===== config.mk =====
export PLATFORM = sky130hd
export DESIGN_NAME = trail_reader
export DESIGN_NICKNAME = d
export VERILOG_FILES = /design/src/rtl/trail_reader.sv
export SDC_FILE = /design/constraint.sdc
export NUM_CORES = 1
export LEC_CHECK = 0
export ABC_AREA = 1
export BUFFER_PORTS_ARGS = -buffer_cell sky130_fd_sc_hd__buf_4
export CAP_MARGIN = 20
export CORE_ASPECT_RATIO = 0.5
export CORE_MARGIN = 3
export CORE_UTILIZATION = 46
export CTS_CLUSTER_SIZE = 20
export DETAILED_ROUTE_END_ITERATION = 7
export PLACE_DENSITY_LB_ADDON = 0.15
export SETUP_SLACK_MARGIN = 0.3
export SYNTH_ARGS = -nofsm -noshare
export SYNTH_HDL_FRONTEND = slang
export SYNTH_SLANG_ARGS = --single-unit

===== constraint.sdc =====
create_clock -name clk -period 8.55 [get_ports clk]
set_clock_uncertainty 0.05 [all_clocks]
set_input_delay 0 -clock clk [delete_from_list [all_inputs] [get_ports clk]]
set_output_delay 0 -clock clk [all_outputs]
set_load 0.02 [all_outputs]

===== src/rtl/trail_reader.sv =====
// trail_reader: samples, debounces and decodes a thermometer bar input.
// Define TRAIL_READER_SYNC_EN for a two-flop synchronizer on pins_in.
module trail_reader #(
    parameter int WIDTH         = 5,
    parameter int STABLE_CYCLES = 16
) (
    input  logic                       clk,
    input  logic                       rst_n,
    input  logic [WIDTH-1:0]           pins_in,
    output logic [$clog2(WIDTH+1)-1:0] level,
    output logic                       dir_up,
    output logic                       is_full,
    output logic                       step,
    output logic                       skip,
    output logic                       code_err,
    output logic                       cycle_done
);

    localparam int LW = $clog2(WIDTH + 1);
    localparam int CW = $clog2(STABLE_CYCLES + 1);
    localparam int DW = WIDTH + 1;

    typedef enum logic [1:0] {
        EMPTY,
        RISING,
        FULL,
        FALLING
    } state_t;

    state_t           state;
    logic [WIDTH-1:0] sync_q;
    logic [WIDTH-1:0] cand_q;
    logic [WIDTH-1:0] acc_q;
    logic [CW-1:0]    cnt_q;
    logic             acc_new;
    logic             seen_full;

`ifdef TRAIL_READER_SYNC_EN
    logic [WIDTH-1:0] meta_q;

    always_ff @(posedge clk or negedge rst_n) begin
        if (!rst_n) begin
            meta_q <= '0;
            sync_q <= '0;
        end else begin
            meta_q <= pins_in;
            sync_q <= meta_q;
        end
    end
`else
    always_ff @(posedge clk or negedge rst_n) begin
        if (!rst_n) begin
            sync_q <= '0;
        end else begin
            sync_q <= pins_in;
        end
    end
`endif

    // acc_new marks the cycle after a fresh code was accepted
    always_ff @(posedge clk or negedge rst_n) begin
        if (!rst_n) begin
            cand_q  <= '0;
            cnt_q   <= '0;
            acc_q   <= '0;
            acc_new <= 1'b0;
        end else begin
            acc_new <= 1'b0;
            if (sync_q != cand_q) begin
                cand_q <= sync_q;
                cnt_q  <= CW'(1);
            end else if (cnt_q != CW'(STABLE_CYCLES)) begin
                cnt_q <= cnt_q + CW'(1);
                if (cnt_q == CW'(STABLE_CYCLES - 1) &&
                    cand_q != acc_q) begin
                    acc_q   <= cand_q;
                    acc_new <= 1'b1;
                end
            end
        end
    end

    logic [DW-1:0] code_w;
    logic [DW-1:0] code_inc;
    logic          legal;
    logic [LW-1:0] new_lvl;
    logic [DW-1:0] new_w;
    logic [DW-1:0] old_w;
    logic [DW-1:0] mag;
    logic          to_full;
    logic          to_empty;
    logic          going_up;

    // legal iff code+1 is a power of two (no carry overlap)
    always_comb begin
        code_w   = {1'b0, acc_q};
        code_inc = code_w + DW'(1);
        legal    = (code_w & code_inc) == '0;
        new_lvl  = '0;
        for (int i = 0; i < WIDTH; i++) begin
            new_lvl = new_lvl + LW'(acc_q[i]);
        end
        new_w    = DW'(new_lvl);
        old_w    = DW'(level);
        mag      = (new_w > old_w) ? new_w - old_w
                                   : old_w - new_w;
        to_full  = new_lvl == LW'(WIDTH);
        to_empty = new_lvl == '0;
        going_up = (new_lvl > level) && !to_full;
    end

    always_ff @(posedge clk or negedge rst_n) begin
        if (!rst_n) begin
            state      <= EMPTY;
            level      <= '0;
            dir_up     <= 1'b0;
            step       <= 1'b0;
            skip       <= 1'b0;
            code_err   <= 1'b0;
            cycle_done <= 1'b0;
            seen_full  <= 1'b0;
        end else begin
            step       <= 1'b0;
            skip       <= 1'b0;
            cycle_done <= 1'b0;
            if (acc_new) begin
                if (!legal) begin
                    code_err <= 1'b1;
                end else begin
                    code_err <= 1'b0;
                    if (new_lvl != level) begin
                        step  <= 1'b1;
                        skip  <= mag > DW'(1);
                        level <= new_lvl;
                        unique case (1'b1)
                            to_full: begin
                                state     <= FULL;
                                dir_up    <= 1'b1;
                                seen_full <= 1'b1;
                            end
                            to_empty: begin
                                state  <= EMPTY;
                                dir_up <= 1'b0;
                                if (seen_full) begin
                                    cycle_done <= 1'b1;
                                    seen_full  <= 1'b0;
                                end
                            end
                            going_up: begin
                                state  <= RISING;
                                dir_up <= 1'b1;
                            end
                            default: begin
                                state  <= FALLING;
                                dir_up <= 1'b0;
                            end
                        endcase
                    end
                end
            end
        end
    end

    assign is_full = (state == FULL);

endmodule


==> key figures, run 1 <==
Status
  – Run status: finished, final reports clean

Place
  – Gpl congestion: 0.790
  – Number of buffers added on ports: 15
  – Post-DP HPWL: 2190 µm

Yosys
  – Cell area after synthesis: 0.00180 mm²
  – Top FF cell, synth: dfrtp_1
  – Avg Cell Area, Syn: 8.76 µm²
  – Sequential area share after synthesis: 44.6%
  – Warnings, synthesis: 0
  – Cells after Synth: 205
  – EDFF count, synth: 0
  – Synth cell types: 28
  – Synth Net Count: 229
  – Flops & latches, synth: 32
  – Ys async rst share: 100%

GRT
  – Vias in the first global route: 1279
  – Initial antenna violation count: 0
  – Tot GR Track Use: 15.1%
  – First-pass GRT wire length: 5490 µm
  – Largest net degree at the start of global routing: 33
  – Total gr overflow: 0

Worst setup path
  – Largest delay share family, worst path: adder cells
  – Cell Chain, Critical Path: inv_1, fa_1, fa_1, inv_1, ha_1, inv_1, fa_1, inv_1, fa_1, inv_1, nand2_1, nor3_1, nor2_1
  – WP data required: 8.68 ns
  – CP peak stage delay: 0.50 ns
  – Buf/Inv on CP: 5
  – Startpoint class of the critical path: flop
  – Slowest CP cell: fa_1
  – Setup CP Type: reg2reg
  – Kind of end point of the critical path: flop
  – CP Max Fanout: 6
  – Most used cell, CP: inv_1
  – WP data arrival: 3.32 ns

Run
  – Maxcap violations: 0

CTS
  – CTS sink count: 32
  – Reg clk slew, reported paths: 0.07 ns
  – TritonCTS clock tree: yes
  – CTS root buffer: clkbuf_8
  – CTS H-tree lvls: 2
  – Bufs on Longest Clock Path: 2
  – Resized cells post-CTS: 0
  – CTS Hold Bufs: 6
  – Setup bufs post-CTS: 0
  – CTS Buf Count: 5
  – Clk_lat worst skew: 0.29 ns

Final layout
  – Area delta synth->final: 18.5%
  – Post-layout net count: 251
  – # diodes: 0
  – Fraction of layout instances using a drive strength above 1: 19.3%

Routing
  – Drt first pass iters: 4
  – Routed wire length: 3060 µm
  – Post-route DRC: 0
  – Iteration-0 DRC count of the detailed router: 41
  – Vias: 1293
  – Routed Antenna Nets: 0
  – Vias per Instance: 4.63
  – Avg WL per Cell: 11.0 µm

Die
  – Die height: 50.2 µm
  – Initial Util: 50.1%
  – Die X: 94.4 µm
  – Core ar.: 0.00358 mm²
  – I/O pin cnt: 16
  – Die ar.: 0.00473 mm²
  – Std-Cell Rows: 15

Timing
  – Unrepaired setup endpoints after global routing: no
  – Max-slew violations: 0
  – Post-route setup TNS: 0 ns
  – Worst-margin pin slew: 0.397 ns
  – Final-report setup violation count: 0
  – Fin crit period: 3.20 ns
  – Slew headroom: 73.5%
  – Fmax: 313 MHz
  – Final Hold Vio Count: 0
  – Fin crit share: 37.4%

Power
  – Maximum VDD drop: 83.5 µV
  – Pwr/cell area: 160 mW/mm²
  – Overall Power: 341 µW
  – Lkg Pwr: 1.11 nW

Hold path
  – Worst min path class: in2async
==> where the power goes <==
part	total (mW)	internal [mW]	switching (mW)	leakage [nW]
combinational	0.0182	0.00828	0.00987	0.623
sequential	0.160	0.156	0.00471	0.420
clock	0.163	0.103	0.0602	0.0645
total	0.341	0.267	0.0748	1.11
==> sequential cells by signal, indices dropped and copies added (netlist names), 2 cells and up <==
register	flops
state	2
cand_q	5
cnt_q	5
sync_q	5
level	3
acc_q	5
==> layout make-up <==
type / instances / area, µm²
clock buffers: 7 / 96.3
clock inverters: 1 / 30.0
fillers: 324 / 1460
inverters: 34 / 128
multi-input cells: 133 / 837
flip-flops and latches: 32 / 801
well taps: 51 / 63.8
repair buffers: 21 / 173
==> placed cells by master (no fill, tap or decap) <==
cell type / instances
nand3_1: 11
nand2_2: 5
nand4_1: 1
nand2_1: 47
ha_1: 12
dlygate4sd3_1: 6
o21ai_0: 2
nor2_1: 18
fa_1: 5
clkbuf_8: 7
xnor2_1: 2
xor2_1: 1
nor2_2: 3
nor2_8: 1
a21oi_1: 6
bufinv_16: 1
a211oi_1: 1
a31oi_1: 1
nand3b_1: 1
nand2_4: 1
nor3_1: 3
inv_2: 4
and3_1: 1
or2_0: 1
o21ai_1: 3
nand3_4: 1
buf_4: 15
o21ai_2: 6
dfrtp_1: 32
inv_1: 30
==> metal layers <==
metal,vias to the layer above,GRT usage (%),share of wire [%],wire [µm]
met3,6,6.29,3.9,120
li1,673,-,-,-
met4,0,4.08,1.2,36
met5,-,0,0,0
met1,597,18.2,48,1470
met2,17,25.1,47,1430
==> metrics by stage <==
stage	hold WS (ns)	std cells	instance area [µm²]	utilization (%)	setup WS [ns]
after floorplan	-0.346	205	1800	-	5.54
after global placement	-0.0880	265	1940	54.2	5.45
after detailed placement	-0.0881	265	1940	54.2	5.38
after CTS	0.144	279	2130	59.4	5.35
after global routing	0.160	279	2130	59.4	5.06
final	0.127	279	2130	59.4	5.35
==> final timing paths <==
check	startpoint	end	slack, ns	cells after the start
worst max-delay path	acc_q[0]$_DFFE_PN0P_	skip$_DFF_PN0_	5.35	13
worst min-delay path	rst_n	state[0]$_DFFE_PN0P_	0.13	2
worst max register to register	acc_q[0]$_DFFE_PN0P_	skip$_DFF_PN0_	5.35	13
worst min register to register	sync_q[4]$_DFF_PN0_	cand_q[4]$_DFFE_PN0N_	0.35	0
max in group asynchronous	rst_n	cand_q[0]$_DFFE_PN0N_	8.03	2
min in group clk	pins_in[1]	sync_q[1]$_DFF_PN0_	0.31	2
==> cell usage after synthesis, types with 2 or more instances <==
| library cell | n | area (µm²) |
|---|---|---|
| nor3_1 | 3 | 15.0 |
| nand2_1 | 47 | 176 |
| clkbuf_1 | 5 | 18.8 |
| a21oi_1 | 6 | 30.0 |
| o21ai_1 | 3 | 15.0 |
| nor2_1 | 18 | 67.6 |
| inv_1 | 30 | 113 |
| nor2_2 | 3 | 18.8 |
| ha_1 | 12 | 150 |
| xnor2_1 | 2 | 17.5 |
| fa_1 | 5 | 100 |
| dfrtp_1 | 32 | 801 |
| o21ai_0 | 2 | 10.0 |
| inv_2 | 4 | 15.0 |
| nand3_1 | 11 | 55.1 |
| nand2_2 | 5 | 31.3 |
| o21ai_2 | 6 | 52.6 |
==> cell families after synthesis <==
| kind of cell | share of synthesized area [%] |
|---|---|
| AND/OR/NAND/NOR | 24.5 |
| buffers and inverters | 8.78 |
| flip-flops | 44.6 |
| AO/OA/AOI/OAI | 6.76 |
| adder cells (fa/ha/maj) | 13.9 |
| XOR/XNOR | 1.46 |
Power figures use the tool's default switching activity.
==> run 2, diff against run 1 <==
clock period = 3.1 ns   (was 8.55 ns; I/O delays follow)
==> key figures, run 2 (synthesized netlist as in run 1, its figures left out) <==
Status
  – Run status: finished, final reports clean

Routing
  – Met1 Wirelength: 1430 µm
  – Met3 WL post-DR: 122 µm
  – Avg WL per Cell: 10.7 µm
  – Met2 Routed Length: 1460 µm
  – Post-route DRC: 0
  – Drt first pass iters: 4
  – Vias: 1326
  – Vias per Instance: 4.67
  – Top Layer Used: met4
  – Iteration-0 DRC count of the detailed router: 48
  – Routed wire length: 3050 µm
  – Routed Antenna Nets: 0

Die
  – Die height: 50.2 µm
  – Std-Cell Rows: 15
  – Die X: 94.4 µm
  – Die ar.: 0.00473 mm²
  – I/O pin cnt: 16
  – Initial Util: 50.1%
  – Core ar.: 0.00358 mm²

Final layout
  – Post-layout net count: 256
  – Fraction of layout instances using a drive strength above 1: 25.3%
  – Area delta synth->final: 21.6%
  – Commonest non-fill, non-tap cell in the layout: nand2_1
  – Most frequent cells in the layout: nand2_1 (46), dfrtp_1 (32), inv_1 (25), buf_4 (20), nor2_1 (18)
  – Fin area: 0.00218 mm²
  – # diodes: 0

Timing
  – Post-route setup TNS: 0 ns
  – Max-slew violations: 0
  – Final Hold Vio Count: 0
  – Fin crit period: 2.90 ns
  – Slew headroom: 72.8%
  – Unrepaired setup endpoints after global routing: yes
  – Final-report setup violation count: 0
  – Setup ws final: 0.196 ns
  – Fin crit share: 93.7%
  – Fmax: 344 MHz
  – Worst-margin pin slew: 0.408 ns

Worst setup path
  – Kind of end point of the critical path: flop
  – Buf/Inv on CP: 3
  – Largest delay share family, worst path: adder cells
  – Setup CP Type: reg2reg
  – Slowest CP cell: fa_1
  – CP Max Fanout: 3
  – Startpoint class of the critical path: flop
  – CP peak stage delay: 0.56 ns
  – WP data arrival: 3.03 ns
  – WP data required: 3.22 ns
  – Cell Chain, Critical Path: inv_2, fa_1, fa_2, ha_4, fa_2, inv_2, fa_1, inv_1, nand2_1, nor3_1, nor2_1

CTS
  – CTS root buffer: clkbuf_8
  – Bufs on Longest Clock Path: 2
  – TritonCTS clock tree: yes
  – Reg clk slew, reported paths: 0.07 ns
  – CTS H-tree lvls: 2
  – Clk_lat worst skew: 0.28 ns
  – CTS sink count: 32
  – CTS Buf Count: 5

Hold path
  – Worst min path class: in2async

Place
  – Post-DP HPWL: 2240 µm
  – Number of buffers added on ports: 15
  – Gpl congestion: 0.806
  – Dpl ws: 0.103 ns
  – DP Area: 0.00199 mm²

Power
  – Pwr/cell area: 406 mW/mm²
  – Maximum VDD drop: 196 µV
  – Lkg Pwr: 1.12 nW

GRT
  – Largest net degree at the start of global routing: 33
  – Total gr overflow: 0
  – Initial antenna violation count: 0
  – Tot GR Track Use: 14.5%
  – First-pass GRT wire length: 5310 µm
  – Vias in the first global route: 1262

Run
  – Maxcap violations: 0
-- run 2: per-layer routing --
metal / GRT usage, % / vias to the layer above
met3: 4.94 / 5
met4: 4.32 / 0
met1: 18.1 / 618
li1: - / 681
met2: 23.8 / 22
met5: 0 / -
-- run 2: where the power goes --
group	switching [mW]	internal (mW)	leakage (nW)
clock network	0.156	0.238	0.0552
registers	0.0121	0.429	0.420
logic	0.0281	0.0230	0.647
-- run 2: worst reg2reg max path, delay by kind of cell, from the launching register on --
| kind | cells | cell delay, ns |
|---|---|---|
| fa+ha+maj | 5 | 1.96 |
| buf+inv | 3 | 0.17 |
| simple gates | 3 | 0.26 |
| flops | 1 | 0.36 |
-- run 2: final timing paths --
| check | from | end | slack, ns | depth (start not counted) |
|---|---|---|---|---|
| min in group clk | pins_in[4] | sync_q[4]$_DFF_PN0_ | 0.32 | 2 |
| hold reg to reg | sync_q[4]$_DFF_PN0_ | cand_q[4]$_DFFE_PN0N_ | 0.35 | 0 |
| setup reg to reg | acc_q[0]$_DFFE_PN0P_ | skip$_DFF_PN0_ | 0.20 | 11 |
| max in group asynchronous | rst_n | dir_up$_DFFE_PN0P_ | 2.57 | 2 |
| setup / recovery | acc_q[0]$_DFFE_PN0P_ | skip$_DFF_PN0_ | 0.20 | 11 |
| hold / removal | rst_n | seen_full$_DFFE_PN0P_ | 0.13 | 2 |
-- run 2: through the flow --
step                      hold WS, ns  util, %  cells  total power [mW]
after floorplan                -0.346        -    205             0.476
after global placement        -0.0872     55.6    268             0.494
after detailed placement      -0.0781     55.6    268             0.496
after CTS                       0.156     60.8    284             0.900
after global routing            0.181     60.9    284             0.926
final                           0.133     60.9    284             0.887
-- run 2: what timing repair did --
action                     CTS  global route
gates resized for setup      2             1
hold buffers                 6             0
setup endpoints to repair    5             7
pin swaps                    3             1
setup buffers                2             0
hold endpoints to repair    37             0
-- run 2: layout make-up --
type	count	area, µm²
fillers	297	1400
clock inverters	2	35.0
inverters	34	128
repair buffers	26	210
well taps	51	63.8
flip-flops and latches	32	801
multi-input cells	133	873
clock buffers	6	72.6
==> run 3, diff against run 2 <==
ABC_AREA = unset   (was 1)
GPL_TIMING_DRIVEN = 0   (was unset)
==> key figures, run 3 <==
Die
  – Die X: 92.1 µm
  – Die height: 49.1 µm
  – I/O pin cnt: 16
  – Die ar.: 0.00452 mm²
  – Core ar.: 0.00326 mm²
  – Initial Util: 52.4%
  – Std-Cell Rows: 14

Hold path
  – Worst min path class: in2async

Routing
  – Drt first pass iters: 4
  – Routed wire length: 3050 µm
  – Vias: 1149
  – Routed Antenna Nets: 0
  – Vias per Instance: 4.75
  – Iteration-0 DRC count of the detailed router: 42
  – Post-route DRC: 0
  – Avg WL per Cell: 12.6 µm

CTS
  – Reg clk slew, reported paths: 0.07 ns
  – TritonCTS clock tree: yes
  – Bufs on Longest Clock Path: 2
  – CTS sink count: 32
  – CTS H-tree lvls: 2
  – CTS root buffer: clkbuf_8
  – CTS Buf Count: 5
  – Clk_lat worst skew: 0.28 ns

Final layout
  – Fillers: 252
  – # diodes: 0
  – Util after Layout: 68.0%
  – Fin cells: 242
  – Post-layout net count: 217
  – Fraction of layout instances using a drive strength above 1: 36.1%
  – Commonest non-fill, non-tap cell in the layout: dfrtp_1
  – Area delta synth->final: 29.8%
  – Most frequent cells in the layout: dfrtp_1 (30), buf_4 (24), inv_1 (15), nand2_1 (12), ha_1 (10)

Worst setup path
  – WP data required: 3.20 ns
  – CP peak stage delay: 0.56 ns
  – Kind of end point of the critical path: flop
  – WP data arrival: 3.06 ns
  – Slowest CP cell: fa_1
  – Cell Chain, Critical Path: inv_2, fa_1, fa_2, ha_4, fa_2, inv_2, fa_2, nor4b_4, a311oi_1
  – Setup CP Type: reg2reg
  – Startpoint class of the critical path: flop
  – CP Max Fanout: 4
  – Most used cell, CP: fa_2

Place
  – Placed Instances: 217
  – Gpl congestion: 0.848
  – Dpl ws: -0.110 ns
  – Post-DP HPWL: 2060 µm
  – Number of buffers added on ports: 15

Yosys
  – EDFF count, synth: 0
  – Cells after Synth: 154
  – Cell with the most instances after synthesis: dfrtp_1
  – Cell taking the most area after synthesis: dfrtp_1
  – Synth cell types: 35
  – Synth Net Count: 178
  – Avg Cell Area, Syn: 11.1 µm²
  – Area fraction of the dominant cell type after synthesis: 46.9%
  – Cell area after synthesis: 0.00171 mm²
  – Ys async rst share: 100%
  – Flops & latches, synth: 32
  – Synth area leaders: dfrtp_1 (47%), ha_1 (8.8%), fa_1 (5.9%)
  – Synth cell count leaders: dfrtp_1 (32), inv_1 (20), nand2_1 (13), ha_1 (12), xnor2_1 (7)
  – Top FF cell, synth: dfrtp_1
  – Sequential area share after synthesis: 46.9%
  – Warnings, synthesis: 0

Run
  – Maxcap violations: 0

GRT
  – First-pass GRT wire length: 5260 µm
  – Largest net degree at the start of global routing: 33
  – Tot GR Track Use: 14.9%
  – Vias in the first global route: 1165
  – Total gr overflow: 0
  – Initial antenna violation count: 0

Timing
  – Final-report setup violation count: 0
  – Fmax: 338 MHz
  – Fin crit share: 95.4%
  – Max-slew violations: 0
  – Fin crit period: 2.96 ns
  – Final Hold Vio Count: 0
  – Slew headroom: 73.0%
  – Worst-margin pin slew: 0.405 ns
  – Setup ws final: 0.142 ns
  – Unrepaired setup endpoints after global routing: yes

Power
  – Lkg Pwr: 1.02 nW
  – Overall Power: 783 µW
  – Maximum VDD drop: 239 µV
  – Pwr/cell area: 353 mW/mm²

Status
  – Run status: finished, final reports clean
[run 3: changes by cell type after synthesis, sizes merged, moves of 2 or more]
| cell | change |
|---|---|
| xor2 | +5 |
| nand2 | -39 |
| xnor2 | +5 |
| inv | -14 |
| o21ai | -4 |
| mux2 | +5 |
| nand3 | -5 |
| nor2b | +3 |
| nor2 | -17 |
| nand2b | +2 |
[run 3: power breakdown]
part / switching, mW / internal (mW)
Sequential: 0.00662 / 0.425
Clock: 0.158 / 0.156
Combinational: 0.0180 / 0.0187
Total: 0.183 / 0.600
[run 3: worst paths after layout]
| kind | from | end | slack, ns | depth (start not counted) |
|---|---|---|---|---|
| min in group clk | pins_in[3] | sync_q[3]$_DFF_PN0_ | 0.31 | 2 |
| max reg2reg | acc_q[3]$_DFFE_PN0P_ | skip$_DFF_PN0_ | 0.14 | 9 |
| min | rst_n | cnt_q[3]$_DFFE_PN0P_ | 0.15 | 2 |
| max in group asynchronous | rst_n | acc_q[3]$_DFFE_PN0P_ | 2.54 | 2 |
| min reg2reg | sync_q[0]$_DFF_PN0_ | cand_q[0]$_DFFE_PN0N_ | 0.42 | 1 |
| max | acc_q[3]$_DFFE_PN0P_ | skip$_DFF_PN0_ | 0.14 | 9 |
[run 3: per-layer routing]
layer	up-vias	track usage, %	share of wire (%)	wire length (µm)
met5	-	0	0	0
met4	0	3.45	0.62	19
met3	4	5.08	4.1	125
met2	16	24.2	50	1520
met1	549	19.4	46	1390
li1	580	-	-	-
[run 3: what timing repair did]
| item | in CTS | in global routing |
|---|---|---|
| pin swaps | 5 | 8 |
| buffers inserted | 7 | 4 |
| hold endpoints to repair | 37 | 0 |
| hold buffers | 6 | 0 |
| endpoints found under the setup margin | 10 | 10 |
| resized for setup | 10 | 9 |
[run 3: area by class of cell]
| class | instances | area [µm²] | share of cell area (%) |
|---|---|---|---|
| inverters | 20 | 77.6 | 3.50 |
| plain buffers | 6 | 32.5 | 1.47 |
| clock buffers | 5 | 68.8 | 3.11 |
| well taps | 48 | 60.1 | 2.71 |
| clock inverters | 3 | 18.8 | 0.847 |
| flip-flops and latches | 32 | 803 | 36.3 |
| repair buffers | 32 | 263 | 11.9 |
| multi-input cells | 96 | 891 | 40.2 |
[run 3: cell families (layout without fill, tap and decap cells)]
family                     Yosys count  count (layout)  share of synthesized area, %
muxes                                5               5                          3.30
AOI/OAI and AO/OA                   21              21                          9.17
and+or+nand+nor                     40              40                          13.0
adders and majority gates           17              17                          14.7
buffers and inverters               26              66                          6.30
xor gates and xnor gates            13              13                          6.67
DFF                                 32              32                          46.9
[run 3: metrics by stage]
step	instance area, µm²	setup TNS [ns]	hold slack, ns
after global placement	1920	-0.102	-0.0870
after floorplan	1750	0	-0.346
after CTS	2150	0	0.146
after global routing	2210	0	0.193
after detailed placement	1920	-0.302	-0.0849
final	2210	0	0.147
[run 3: worst max-delay path, delay by kind of cell, from the launching register on]
family          cells  cell delay, ns
simple gates        1            0.21
fa+ha+maj           5            2.03
compound gates      1            0.07
flops               1            0.37
buf+inv             2            0.10
